<file path="config.mk">
export PLATFORM = sky130hd
export DESIGN_NAME = rand_range_gen
export DESIGN_NICKNAME = d
export VERILOG_FILES = /design/src/rtl/rng_pkg.sv /design/src/rtl/lfsr_core.sv /design/src/rtl/rand_range_gen.sv
export SDC_FILE = /design/constraint.sdc
export NUM_CORES = 1
export LEC_CHECK = 0
export CAP_MARGIN = 20
export CELL_PAD_IN_SITES_DETAIL_PLACEMENT = 1
export CELL_PAD_IN_SITES_GLOBAL_PLACEMENT = 1
export CORE_AREA = 5 5 61 63
export DETAILED_ROUTE_END_ITERATION = 7
export DIE_AREA = 0 0 66 68
export DONT_BUFFER_PORTS = 1
export HOLD_SLACK_MARGIN = 0.02
export PLACE_DENSITY = 0.7
export SKIP_LAST_GASP = 1
export SYNTH_ARGS = -nofsm -noshare
export SYNTH_HDL_FRONTEND = slang
export SYNTH_SLANG_ARGS = --single-unit
</file>
<file path="constraint.sdc">
create_clock -name clk -period 1.8 [get_ports clk]
set_input_delay 0.09 -clock clk [delete_from_list [all_inputs] [get_ports clk]]
set_output_delay 0.09 -clock clk [all_outputs]
set_load 0.01 [all_outputs]
</file>
<file path="src/rtl/rng_pkg.sv">
// Shared types and default polynomial/seed constants for the random range generator.
package rng_pkg;

  typedef enum logic [1:0] {
    ST_IDLE,
    ST_DRAW,
    ST_RESP
  } rng_state_t;

  // Left-shifting Galois masks: polynomial terms below the top degree.
  localparam logic [7:0]  TAPS8  = 8'h71;          // x^8+x^6+x^5+x^4+1
  localparam logic [7:0]  SEED8  = 8'hB9;
  localparam logic [15:0] TAPS16 = 16'h6801;       // x^16+x^14+x^13+x^11+1
  localparam logic [15:0] SEED16 = 16'hACE1;
  localparam logic [31:0] TAPS32 = 32'h0040_0007;  // x^32+x^22+x^2+x+1
  localparam logic [31:0] SEED32 = 32'hDEAD_BEEF;

endpackage

</file>
<file path="src/rtl/lfsr_core.sv">
// Free-running Galois LFSR; a zero load value falls back to SEED so the state never locks up.
module lfsr_core #(
  parameter int unsigned      WIDTH = 8,
  parameter logic [WIDTH-1:0] TAPS  = 8'h71,
  parameter logic [WIDTH-1:0] SEED  = 8'hB9
) (
  input  logic             clk,
  input  logic             rst,
  input  logic             load,
  input  logic [WIDTH-1:0] load_val,
  output logic [WIDTH-1:0] state
);

  always_ff @(posedge clk) begin
    if (rst) begin
      state <= SEED;
    end else if (load) begin
      state <= (load_val == '0) ? SEED : load_val;
    end else begin
      state <= {state[WIDTH-2:0], 1'b0} ^ (state[WIDTH-1] ? TAPS : '0);
    end
  end

endmodule

</file>
<file path="src/rtl/rand_range_gen.sv">
// Rejection-sampling random source: returns uniform values in [0, limit) over valid/ready handshakes.
module rand_range_gen
  import rng_pkg::*;
#(
  parameter int unsigned      WIDTH     = 8,
  parameter logic [WIDTH-1:0] TAPS      = TAPS8,
  parameter logic [WIDTH-1:0] SEED      = SEED8,
  parameter int unsigned      OUT_W     = 4,
  parameter int unsigned      MAX_TRIES = 16
) (
  input  logic             clk,
  input  logic             rst,
  input  logic             seed_we,
  input  logic [WIDTH-1:0] seed_val,
  input  logic             req_valid,
  output logic             req_ready,
  input  logic [OUT_W:0]   req_limit,
  output logic             rsp_valid,
  input  logic             rsp_ready,
  output logic [OUT_W-1:0] rsp_data,
  output logic             rsp_fallback,
  output logic [WIDTH-1:0] raw
);

  localparam int unsigned     TRY_W    = (MAX_TRIES > 1) ? $clog2(MAX_TRIES) : 1;
  localparam logic [TRY_W-1:0] TRY_LAST = TRY_W'(MAX_TRIES - 1);

  rng_state_t       state, state_next;
  logic [OUT_W:0]   limit;
  logic [TRY_W-1:0] try_cnt;
  logic [OUT_W:0]   cand;
  logic             hit;
  logic             last_try;

  lfsr_core #(
    .WIDTH (WIDTH),
    .TAPS  (TAPS),
    .SEED  (SEED)
  ) u_lfsr (
    .clk      (clk),
    .rst      (rst),
    .load     (seed_we),
    .load_val (seed_val),
    .state    (raw)
  );

  // Extra MSB lets a limit of 2^OUT_W accept every candidate.
  assign cand     = {1'b0, raw[OUT_W-1:0]};
  assign hit      = cand < limit;
  assign last_try = try_cnt == TRY_LAST;

  always_ff @(posedge clk) begin
    if (rst) state <= ST_IDLE;
    else     state <= state_next;
  end

  always_comb begin
    state_next = state;
    req_ready  = 1'b0;
    rsp_valid  = 1'b0;
    case (state)
      ST_IDLE: begin
        req_ready = 1'b1;
        if (req_valid) state_next = (req_limit == '0) ? ST_RESP : ST_DRAW;
      end
      ST_DRAW: begin
        if (hit || last_try) state_next = ST_RESP;
      end
      ST_RESP: begin
        rsp_valid = 1'b1;
        if (rsp_ready) state_next = ST_IDLE;
      end
      default: state_next = ST_IDLE;
    endcase
  end

  always_ff @(posedge clk) begin
    if (rst) begin
      limit        <= '0;
      try_cnt      <= '0;
      rsp_data     <= '0;
      rsp_fallback <= 1'b0;
    end else begin
      case (state)
        ST_IDLE: begin
          if (req_valid) begin
            limit   <= req_limit;
            try_cnt <= '0;
            if (req_limit == '0) begin
              rsp_data     <= '0;
              rsp_fallback <= 1'b1;
            end
          end
        end
        ST_DRAW: begin
          if (hit) begin
            rsp_data     <= raw[OUT_W-1:0];
            rsp_fallback <= 1'b0;
          end else if (last_try) begin
            rsp_data     <= '0;
            rsp_fallback <= 1'b1;
          end else begin
            try_cnt <= try_cnt + 1'b1;
          end
        end
        default: ;
      endcase
    end
  end

endmodule
</file>
; Word-level counts from Yosys, hierarchy flattened
; Cells that the tools add are included.
[classes]
addsub = 1
n_lt_le_gt_ge = 1
n_eq_ne = 10
muxes = 24
bitwise_logic = 1
n_reduce_logical = 9
[op_table]
columns = cell, n
row1 = $mux 4, 7
row2 = $mux 8, 2
row3 = $pmux 4 s2, 2
row4 = $ne 2x2->1 const B, 6
row5 = $logic_not 8->1, 1
row6 = $mux 2, 4
row7 = $reduce_and 4->1, 2
row8 = $xor 8x8->8, 1
row9 = $mux 7, 1
row10 = $mux 1, 6
row11 = $pmux 2 s3, 1
row12 = $logic_not 5->1, 1
row13 = $lt 4x5->1, 1
row14 = $add 4x1->4 const B, 1
row15 = $eq 4x4->1 const B, 1
row16 = $ne 3x3->1 const B, 1
row17 = $reduce_and 3->1, 1
row18 = $eq 2x1->1 const B, 1
row19 = $eq 2x2->1 const B, 1
row20 = $logic_not 2->1, 1
row21 = $pmux 1 s2, 1
row22 = $reduce_and 2->1, 1
row23 = $reduce_bool 2->1, 1
row24 = $logic_or 1x1->1, 1
[totals]
register_bits = 24
word_cells = 52

; Logic depth before layout (Yosys ltp)
; Gate-level depths: netlist (run 1).
[logic_depth]
ltp_word = 4
mapped_depth = 7
mapped_depth_nobuf = 6

; By module
; Synthesis (run 1) repeated with hierarchy kept, for this count alone.
[hier_totals]
hier_cells = 126
hier_area_um2 = 1137.3
[modules_own_cells]
columns = module, instances, cells_each, area_per_inst_um2, seq_area_each_um2
row1 = rand_range_gen, 1, 89, 780.7, 320.3
row2 = lfsr_core, 1, 37, 356.6, 160.2

; Worst setup path after synthesis (run 1)
; OpenSTA, ideal clock, no wires.
[synth_path]
path_kind = reg-to-reg
start = register u_lfsr.state[3]
end = register try_cnt[2]
arrival_ns = 1.605
required_ns = 1.664
path_slack_ns = 0.059
path_stages_with_launch = 7
n_path_buf = 1
synth_period_minus_slack_ns = 1.741
path_cell_list = dfxtp_1 -> ha_1 -> nor3_1 -> or3_4 -> buf_4 -> o311ai_0 -> a31oi_1
[synth_between]
elab_chain_cells = 3
[synth_rtl]
columns = item, line_no
row1 = from (decl), lfsr_core.sv:11  ; output logic [WIDTH-1:0] state
row2 = from (signal assigned), lfsr_core.sv:18  ; state <= (load_val == '0) ? SEED : load_val;
row3 = from (signal assigned), lfsr_core.sv:20  ; state <= {state[WIDTH-2:0], 1'b0} ^ (state[WIDTH-1] ? TAPS : '0);
row4 = $lt 4x5->1, rand_range_gen.sv:49  ; assign hit = cand < limit;
row5 = $ne 2x2->1 (no source line), -
row6 = $reduce_and 4->1 (no source line), -
row7 = to (signal assigned), rand_range_gen.sv:103  ; try_cnt <= try_cnt + 1'b1;
row8 = to (decl), rand_range_gen.sv:30  ; logic [TRY_W-1:0] try_cnt;
; Every way passes these cells.
; A chain may end at the register's enable or synchronous reset.

; Final worst setup path (run 1)
[layout_path]
start = register limit[3]
end = register try_cnt[0]
[layout_between]
elab_chain_cells = 3
[layout_rtl]
columns = item, line_no
row1 = from (decl), rand_range_gen.sv:29  ; logic [OUT_W:0] limit;
row2 = from (signal assigned), rand_range_gen.sv:87  ; limit <= req_limit;
row3 = $lt 4x5->1, rand_range_gen.sv:49
row4 = $ne 2x2->1 (no source line), -
row5 = $reduce_and 4->1 (no source line), -
; Every way passes these cells.

==> results of run 1 <==
==> area by class of cell <==
| cell class | count | share of cell area (%) |
|---|---|---|
| inverters | 10 | 2.39 |
| multi-input cells | 97 | 44.4 |
| flip-flops and latches | 24 | 30.8 |
| repair buffers | 28 | 16.4 |
| well taps | 46 | 3.67 |
| clock buffers | 4 | 2.31 |
==> power by group through the flow <==
stage          Sequential [mW]  Combinational (mW)  Clock (mW)
2_1_floorplan            0.611               0.158           0
3_3_place_gp             0.611               0.208           0
3_5_place_dp             0.613               0.219           0
4_1_cts                  0.603               0.277       0.300
5_1_grt                  0.610               0.321       0.324
6_report                 0.605               0.293       0.293
==> worst paths after layout <==
| check | startpoint | endpoint | slack, ps |
|---|---|---|---|
| worst max-delay path | limit[3] | try_cnt[0] | -40 |
| worst min-delay path | rst | try_cnt[3] | -180 |
| worst max register to register | limit[3] | try_cnt[0] | -40 |
| worst min register to register | rsp_data[1] | rsp_data[1] | 530 |
==> registers in the layout (all words and copies together), names as in the netlist <==
| name | cells |
|---|---|
| limit | 5 |
| rsp_data | 4 |
| rsp_fallback | 1 |
| state | 2 |
| try_cnt | 4 |
| u_lfsr.state | 8 |
==> routing by layer <==
metal / share of wire (%) / vias up
li1: - / 555
met1: 42 / 575
met2: 52 / 28
met3: 6.0 / 2
met4: 0.56 / 0
met5: 0 / -
==> cell families (layout without fill, tap and decap cells) <==
| group | after synthesis | in the layout |
|---|---|---|
| flip-flops | 24 | 24 |
| buffers and inverters | 17 | 42 |
| multiplexers | 4 | 4 |
| adder cells (fa/ha/maj) | 4 | 4 |
| AO/OA/AOI/OAI | 35 | 35 |
| AND/OR/NAND/NOR | 51 | 51 |
| XOR/XNOR | 3 | 3 |
==> stage by stage <==
step                      utilization [%]  setup TNS, ps  hold slack [ps]  total power, mW
after floorplan                         -              0              214            0.768
after global placement               40.2              0              163            0.819
after detailed placement             40.2              0              164            0.833
after CTS                            48.6          -25.8             -192             1.18
after global routing                 49.4           -306             -212             1.25
final                                49.4          -52.3             -183             1.19
==> cells in the mapped netlist <==
| master | instances |
|---|---|
| sky130_fd_sc_hd__clkbuf_1 | 4 |
| sky130_fd_sc_hd__buf_1 | 1 |
| sky130_fd_sc_hd__o41ai_1 | 4 |
| sky130_fd_sc_hd__or3_4 | 1 |
| sky130_fd_sc_hd__or4_1 | 4 |
| sky130_fd_sc_hd__nand4_1 | 1 |
| sky130_fd_sc_hd__ha_1 | 4 |
| sky130_fd_sc_hd__nor2b_1 | 6 |
| sky130_fd_sc_hd__mux2i_1 | 4 |
| sky130_fd_sc_hd__nand3_1 | 2 |
| sky130_fd_sc_hd__o22ai_1 | 4 |
| sky130_fd_sc_hd__o21ai_0 | 4 |
| sky130_fd_sc_hd__nand2_1 | 6 |
| sky130_fd_sc_hd__xnor2_1 | 1 |
| sky130_fd_sc_hd__buf_4 | 1 |
| sky130_fd_sc_hd__and3_1 | 1 |
| sky130_fd_sc_hd__nor2_1 | 16 |
| sky130_fd_sc_hd__or3_1 | 1 |
| sky130_fd_sc_hd__or2_2 | 1 |
| sky130_fd_sc_hd__nor3_1 | 6 |
| sky130_fd_sc_hd__nor3_2 | 1 |
| sky130_fd_sc_hd__o31ai_1 | 1 |
| sky130_fd_sc_hd__nand2b_1 | 2 |
| sky130_fd_sc_hd__buf_2 | 1 |
| sky130_fd_sc_hd__inv_1 | 10 |
| sky130_fd_sc_hd__nor3b_2 | 1 |
| sky130_fd_sc_hd__dfxtp_1 | 24 |
| sky130_fd_sc_hd__o2111ai_1 | 4 |
| sky130_fd_sc_hd__o31a_1 | 1 |
| sky130_fd_sc_hd__o41ai_2 | 1 |
| sky130_fd_sc_hd__o21a_1 | 1 |
| sky130_fd_sc_hd__nor3b_1 | 1 |
| sky130_fd_sc_hd__nand3b_1 | 1 |
| sky130_fd_sc_hd__xor2_1 | 2 |
| sky130_fd_sc_hd__a31oi_1 | 3 |
| sky130_fd_sc_hd__a21oi_1 | 8 |
| sky130_fd_sc_hd__o311ai_0 | 3 |
| sky130_fd_sc_hd__o311a_1 | 1 |
==> cells in the final DEF, fill, tap and decap left out, drive strengths merged, types with 2 or more instances in the layout <==
cell type / count
dfxtp: 24
dlygate4sd3: 19
nor2: 16
inv: 10
buf: 9
a21oi: 8
nor3: 7
nor2b: 6
nand2: 6
o41ai: 5
o2111ai: 4
o22ai: 4
mux2i: 4
o21ai: 4
clkbuf: 4
or4: 4
ha: 4
o311ai: 3
a31oi: 3
nand3: 2
nand2b: 2
xor2: 2
or3: 2
nor3b: 2
==> what timing repair did <==
action,in CTS,in global routing
gates resized for setup,8,7
endpoints found under the setup margin,2,10
setup buffers,1,0
hold endpoints to repair,23,9
pin swaps,2,6
==> impl_metrics.toml, run 1 <==
[clocking]
clock_path_buffers = 2
post_cts_hold_buffer_count = 19
tritoncts_clock_tree = "yes"
cts_num_sinks = 24
cts_root_buffer = "sky130_fd_sc_hd__clkbuf_4"
htree_num_levels = 1
path_clk_slew_ps = 150
clk-insertion-delay-late_ps = 320
cts_inserted_buffers = 3

[yosys]
syn-cell-area_um2 = 1190
avg_cell_area_syn_um2 = 8.64
fraction_of_post_synthesis_cell_area_in_the_top_cell_type_by_area_pct = 40.3
synth-compound-area-share_pct = 21.0
synth_top_family_by_area = "simple AND/OR/NAND/NOR gates"
synth_nets = 160
fraction_of_the_mapped_netlist_area_in_adder_cells_pct = 4.20
synth-xor-area-share_pct = 2.20
largest_area_contributor_in_the_netlist = "sky130_fd_sc_hd__dfxtp_1"
ys_top_cells_by_area = "sky130_fd_sc_hd__dfxtp_1 40%, sky130_fd_sc_hd__nor2_1 5.0%, sky130_fd_sc_hd__ha_1 4.2%, sky130_fd_sc_hd__a21oi_1 3.4%, sky130_fd_sc_hd__mux2i_1 3.4%"
postSynthRegisterBits = 24
synth_mux_area_share_pct = 3.36
yosys_warnings = 0
post_synth_and_or_nand_nor_area_fraction_pct = 23.2
synth_cells = 138
ys_seq_area_share_pct = 40.3
post_synth_num_cell_types = 38

[worst_setup_path]
worst_path_largest_cell_delay_ps = 550
cp-start-kind = "flop"
end_kind = "flop"
data_arrival_time_of_the_worst_path_ps = 2100
critPathKind = "flop to flop"
timing.reg2reg.worst_path_depth = 6
crit_slowest_cell = "sky130_fd_sc_hd__or4_4"
path_buf_inv = 1
timing.critical_path.cells = "inv_2 -> ha_4 -> nor2_2 -> or3_4 -> or4_4 -> a21oi_2"
path_max_fanout = 7
critical_path_depth = 6
path_delay_family = "simple AND/OR/NAND/NOR gates"
worstPathRequired_ps = 2050

[die]
die-area_um2 = 4490
ioPinCount = 33
core_region_area_um2 = 3180
die_x_um = 66
floorplan.die.height_um = 68
row_count = 21
start_util_pct = 37.5

[layout]
drive_gt1_share_pct = 19.0
final_design_area_no_fill_um2 = 1570
sequential_cell_area_um2 = 483
area_used_by_multi_input_combinational_logic_um2 = 697
layout.cells.non_filler = 209
nNetsFinal = 186
area.growth.synth_to_final_pct = 31.6
antenna_cells = 0
nFillCells = 376

[grt]
grt_pass1_wl_um = 6080
grt_use_met2_pct = 33.2
global_route.peak_usage_layer = "met2"
grt_max_degree = 19
number_of_antenna_violations_at_the_first_check_in_global_routing = 0
grt_util_all_layers_pct = 17.8
grt_use_met1_pct = 21.0
global_route.overflow_total = 0
met3_track_utilization_from_global_routing_pct = 3.45
first_global_vias = 1249

[sta]
finalCriticalPeriod_ps = 1840
timing_worst_slew_pin_value_ps = 458
rsz_0062_raised_after_global_routing = "true"
fmaxAchievable_mhz = 543
finalWorstSetupSlack_ps = -43.2
report.final.slew_viol_count = 0
hold_ws_ps = -183
fin_clk_skew_ps = 13.1
finalSetupViolCount = 2
final.period_utilization_pct = 102
hold_violations = 9
worst_relative_slew_slack_pct = 69.3

[hold_path]
hold-path-cell-count = 1
class_of_the_worst_hold_path = "input pin to flop"

[place]
input_output_buffers = 0
total_instance_count_after_detailed_placement = 185
dpl_hpwl_um = 2530
postPlaceCellArea_um2 = 1280
gpl.final_weighted_congestion = 0.761
dpl_worst_slack_ps = 16.3

[routing]
drt_iter0_markers = 28
ant_nets = 0
drt-wirelength-per-cell_um = 18.1
drt_pre_antenna_iters = 4
finalWirelength_um = 3770
drc = 0
vias_per_cell = 5.55
detailroute.via_count = 1160

[run_status]
outcome = "finished, violations left"
failed_checks = "hold timing, setup timing"

[run]
drv.max_cap_violation_count = 0

[power_and_ir_drop]
clock_power_share_pct = 24.6
power_switching_uw = 357
swShare_pct = 29.9
seq_power_share_pct = 50.8
powerDensity_nw_per_um2 = 759
power.combinational.fraction_pct = 24.6
cellLeakagePower_nw = 0.595
cellInternalPower_uw = 834
ir_worst_vdd_mv = 0.361
No activity file was read; power rests on OpenSTA's default activity.
==> run 2: changes to the inputs <==
--- a/config.mk
+++ b/config.mk
@@ -5,15 +5,16 @@
 export SDC_FILE = /design/constraint.sdc
 export NUM_CORES = 1
 export LEC_CHECK = 0
+export ABC_AREA = 1
 export CAP_MARGIN = 20
 export CELL_PAD_IN_SITES_DETAIL_PLACEMENT = 1
 export CELL_PAD_IN_SITES_GLOBAL_PLACEMENT = 1
-export CORE_AREA = 5 5 61 63
+export CORE_AREA = 5 5 62 64
 export DETAILED_ROUTE_END_ITERATION = 7
-export DIE_AREA = 0 0 66 68
+export DIE_AREA = 0 0 67 69
 export DONT_BUFFER_PORTS = 1
 export HOLD_SLACK_MARGIN = 0.02
-export PLACE_DENSITY = 0.7
+export PLACE_DENSITY = 0.69
 export SKIP_LAST_GASP = 1
 export SYNTH_ARGS = -nofsm -noshare
 export SYNTH_HDL_FRONTEND = slang
==> run 2 against run 1 <==
Against the previous run: the flow now finishes without violations; maximum frequency up 15%; sequential power increased by 9.3%; sequential share of layout area up 3.7 points; synthesized cell count is 14% higher; cell area decreased by 11%; largest power group unchanged; highest routed layer unchanged.
==> impl_metrics.toml, run 2 <==
[clocking]
clk-insertion-delay-late_ps = 320
cts-resized-gates = 0
clock_path_buffers = 2
post_cts_hold_buffer_count = 16
tritoncts_clock_tree = "yes"
cts_post_setup_buffers_inserted = 0
path_clk_slew_ps = 130
cts_num_sinks = 24
cts_inserted_buffers = 3
htree_num_levels = 1
cts_root_buffer = "sky130_fd_sc_hd__clkbuf_4"

[power_and_ir_drop]
swShare_pct = 36.8
power_switching_uw = 477
powerDensity_nw_per_um2 = 931
cellInternalPower_uw = 820
power.combinational.fraction_pct = 30.3
seq_power_share_pct = 51.0
cellLeakagePower_nw = 0.590
power.total_mw = 1.30
clock_power_share_pct = 18.8
ir_worst_vdd_mv = 0.374

[yosys]
fraction_of_post_synthesis_cell_area_in_the_top_cell_type_by_area_pct = 41.7
synth_enable_flop_cells = 0
syn-cell-area_um2 = 1150
synth_cells = 158
synth_async_sr_flop_share_pct = 0
postSynthRegisterBits = 24
avg_cell_area_syn_um2 = 7.29
yosys_warnings = 0
largest_area_contributor_in_the_netlist = "sky130_fd_sc_hd__dfxtp_1"
synthMostInstantiatedCell = "sky130_fd_sc_hd__nand2_1"
yosys_most_used_dff = "sky130_fd_sc_hd__dfxtp_1"
ys_seq_area_share_pct = 41.7
post_synth_most_frequent_cells = "26 x sky130_fd_sc_hd__nand2_1, 24 x sky130_fd_sc_hd__dfxtp_1, 20 x sky130_fd_sc_hd__inv_1"
ys_top_cells_by_area = "sky130_fd_sc_hd__dfxtp_1 42%, sky130_fd_sc_hd__nand2_1 8.5%, sky130_fd_sc_hd__a21oi_1 6.5%, sky130_fd_sc_hd__inv_1 6.5%, sky130_fd_sc_hd__o21ai_0 6.5%"
synth_nets = 180
post_synth_num_cell_types = 23

[sta]
fin_clk_skew_ps = 2.19
hold_violations = 0
finalWorstSetupSlack_ps = 198
setup_tns_ps = 0
finalSetupViolCount = 0
fmaxAchievable_mhz = 624
report.final.slew_viol_count = 0
rsz_0062_raised_after_global_routing = "false"
final.period_utilization_pct = 89.0
worst_relative_slew_slack_pct = 67.6
finalCriticalPeriod_ps = 1600
timing_worst_slew_pin_value_ps = 486

[layout]
layout.cells.non_filler = 222
nNetsFinal = 200
layout_top_registers = "u_lfsr.state (8), limit (5)"
regMostFlops = "u_lfsr.state"
antenna_cells = 0
layout.cells.most_common = "sky130_fd_sc_hd__nand2_1"
drive_gt1_share_pct = 12.5
largest_reg_flops = 8
nFillCells = 405
area.growth.synth_to_final_pct = 21.0
layout_common_cells = "26 x sky130_fd_sc_hd__nand2_1, 24 x sky130_fd_sc_hd__dfxtp_1, 20 x sky130_fd_sc_hd__inv_1"

[die]
die_x_um = 67
core_region_area_um2 = 3230
die-area_um2 = 4620
ioPinCount = 33
floorplan.die.height_um = 69
row_count = 21
start_util_pct = 35.6

[hold_path]
class_of_the_worst_hold_path = "input pin to flop"
hold_path_startpoint = "req_valid"
worst_hold_path.endpoint = "limit[4]"
hold-path-cell-count = 3

[worst_setup_path]
end_kind = "flop"
reg2reg_to = "rsp_data[2]"
crit_slowest_cell = "sky130_fd_sc_hd__dfxtp_1"
data_arrival_time_of_the_worst_path_ps = 1870
regToRegStartpoint = "u_lfsr.state[2]"
worst_path_largest_cell_delay_ps = 470
critPathKind = "flop to flop"
worstPathRequired_ps = 2060
path_delay_family = "simple AND/OR/NAND/NOR gates"
timing.critical_path.cells = "ha_1 -> nand2_1 -> inv_2 -> nand3_1 -> nand3_2 -> nor2_1 -> nand2_1 -> a21oi_2"
path_common_cell = "sky130_fd_sc_hd__nand2_1"
cp-start-kind = "flop"
worst-r2r-setup-slack_ps = 200
path_max_fanout = 5
path_buf_inv = 1
timing.reg2reg.worst_path_depth = 8

[grt]
global_route.overflow_total = 0
grt_util_all_layers_pct = 14.7
grt_max_degree = 17
first_global_vias = 1192
grt_pass1_wl_um = 5350
number_of_antenna_violations_at_the_first_check_in_global_routing = 0

[run_status]
outcome = "complete, no violations"

[place]
gpl.final_weighted_congestion = 0.747
dpl_worst_slack_ps = 194
input_output_buffers = 0
dpl_hpwl_um = 2310
total_instance_count_after_detailed_placement = 203

[routing]
finalWirelength_um = 3210
drt_pre_antenna_iters = 4
detailroute.via_count = 1103
vias_per_cell = 4.97
drt-wirelength-per-cell_um = 14.5
drt_iter0_markers = 25
ant_nets = 0
drc = 0

[run]
drv.max_cap_violation_count = 0
## run 2: cells by family after synthesis
kind of cell | synth area share [%]
AO/OA/AOI/OAI | 18.8
adder cells (fa/ha/maj) | 4.35
XOR/XNOR | 0.761
buffers and inverters | 9.56
AND/OR/NAND/NOR | 24.8
flip-flops | 41.7
## run 2: area by class of cell
| cell class | instances | area (um^2) | share of cell area (%) |
|---|---|---|---|
| Multi-Input combinational cell | 106 | 561 | 40.3 |
| Sequential cell | 24 | 480 | 34.5 |
| Timing Repair Buffer | 18 | 175 | 12.6 |
| Inverter | 25 | 96.3 | 6.92 |
| Tap cell | 46 | 57.6 | 4.13 |
| Clock buffer | 3 | 22.5 | 1.62 |
## run 2: worst register-to-register path: stages, from the launching register on
cell	delay, ps
sky130_fd_sc_hd__dfxtp_1	470
sky130_fd_sc_hd__ha_1	280
sky130_fd_sc_hd__nand2_1	80
sky130_fd_sc_hd__inv_2	30
sky130_fd_sc_hd__nand3_1	80
sky130_fd_sc_hd__nand3_2	140
sky130_fd_sc_hd__nor2_1	230
sky130_fd_sc_hd__nand2_1	110
sky130_fd_sc_hd__a21oi_2	140
## run 2: worst max path at each step
stage	from	end	slack [ps]	depth (start not counted)
final	u_lfsr.state[2]	rsp_data[2]	200	8
after global routing	u_lfsr.state[2]	rsp_data[2]	40	8
after global placement	u_lfsr.state[2]	rsp_data[2]	230	8
after floorplan	u_lfsr.state[2]	rsp_data[0]	390	8
after CTS	u_lfsr.state[2]	rsp_data[2]	160	8
after detailed placement	u_lfsr.state[2]	rsp_data[2]	190	8
## run 2: per-layer routing
metal	vias up	share of wire, %	GRT usage [%]
met5	-	0	0
met4	0	1.2	5.18
met3	4	7.8	5.52
met2	32	50	24.9
met1	522	41	16.3
li1	545	-	-
## run 2: through the flow
step / utilization [%] / hold slack [ps] / area (um^2)
floorplan: - / 225 / 1150
global placement: 37.4 / 155 / 1210
detailed placement: 37.4 / 155 / 1210
CTS: 43.1 / 43.3 / 1390
global route: 43.1 / 91.8 / 1390
finish: 43.1 / 53.9 / 1390
## run 2: power by group through the flow
| stage | sequential, mW | combinational (mW) | clock [mW] |
|---|---|---|---|
| CTS | 0.663 | 0.397 | 0.254 |
| global route | 0.670 | 0.452 | 0.273 |
| global placement | 0.672 | 0.352 | 0 |
| detailed placement | 0.674 | 0.362 | 0 |
| floorplan | 0.660 | 0.294 | 0 |
| finish | 0.661 | 0.393 | 0.243 |
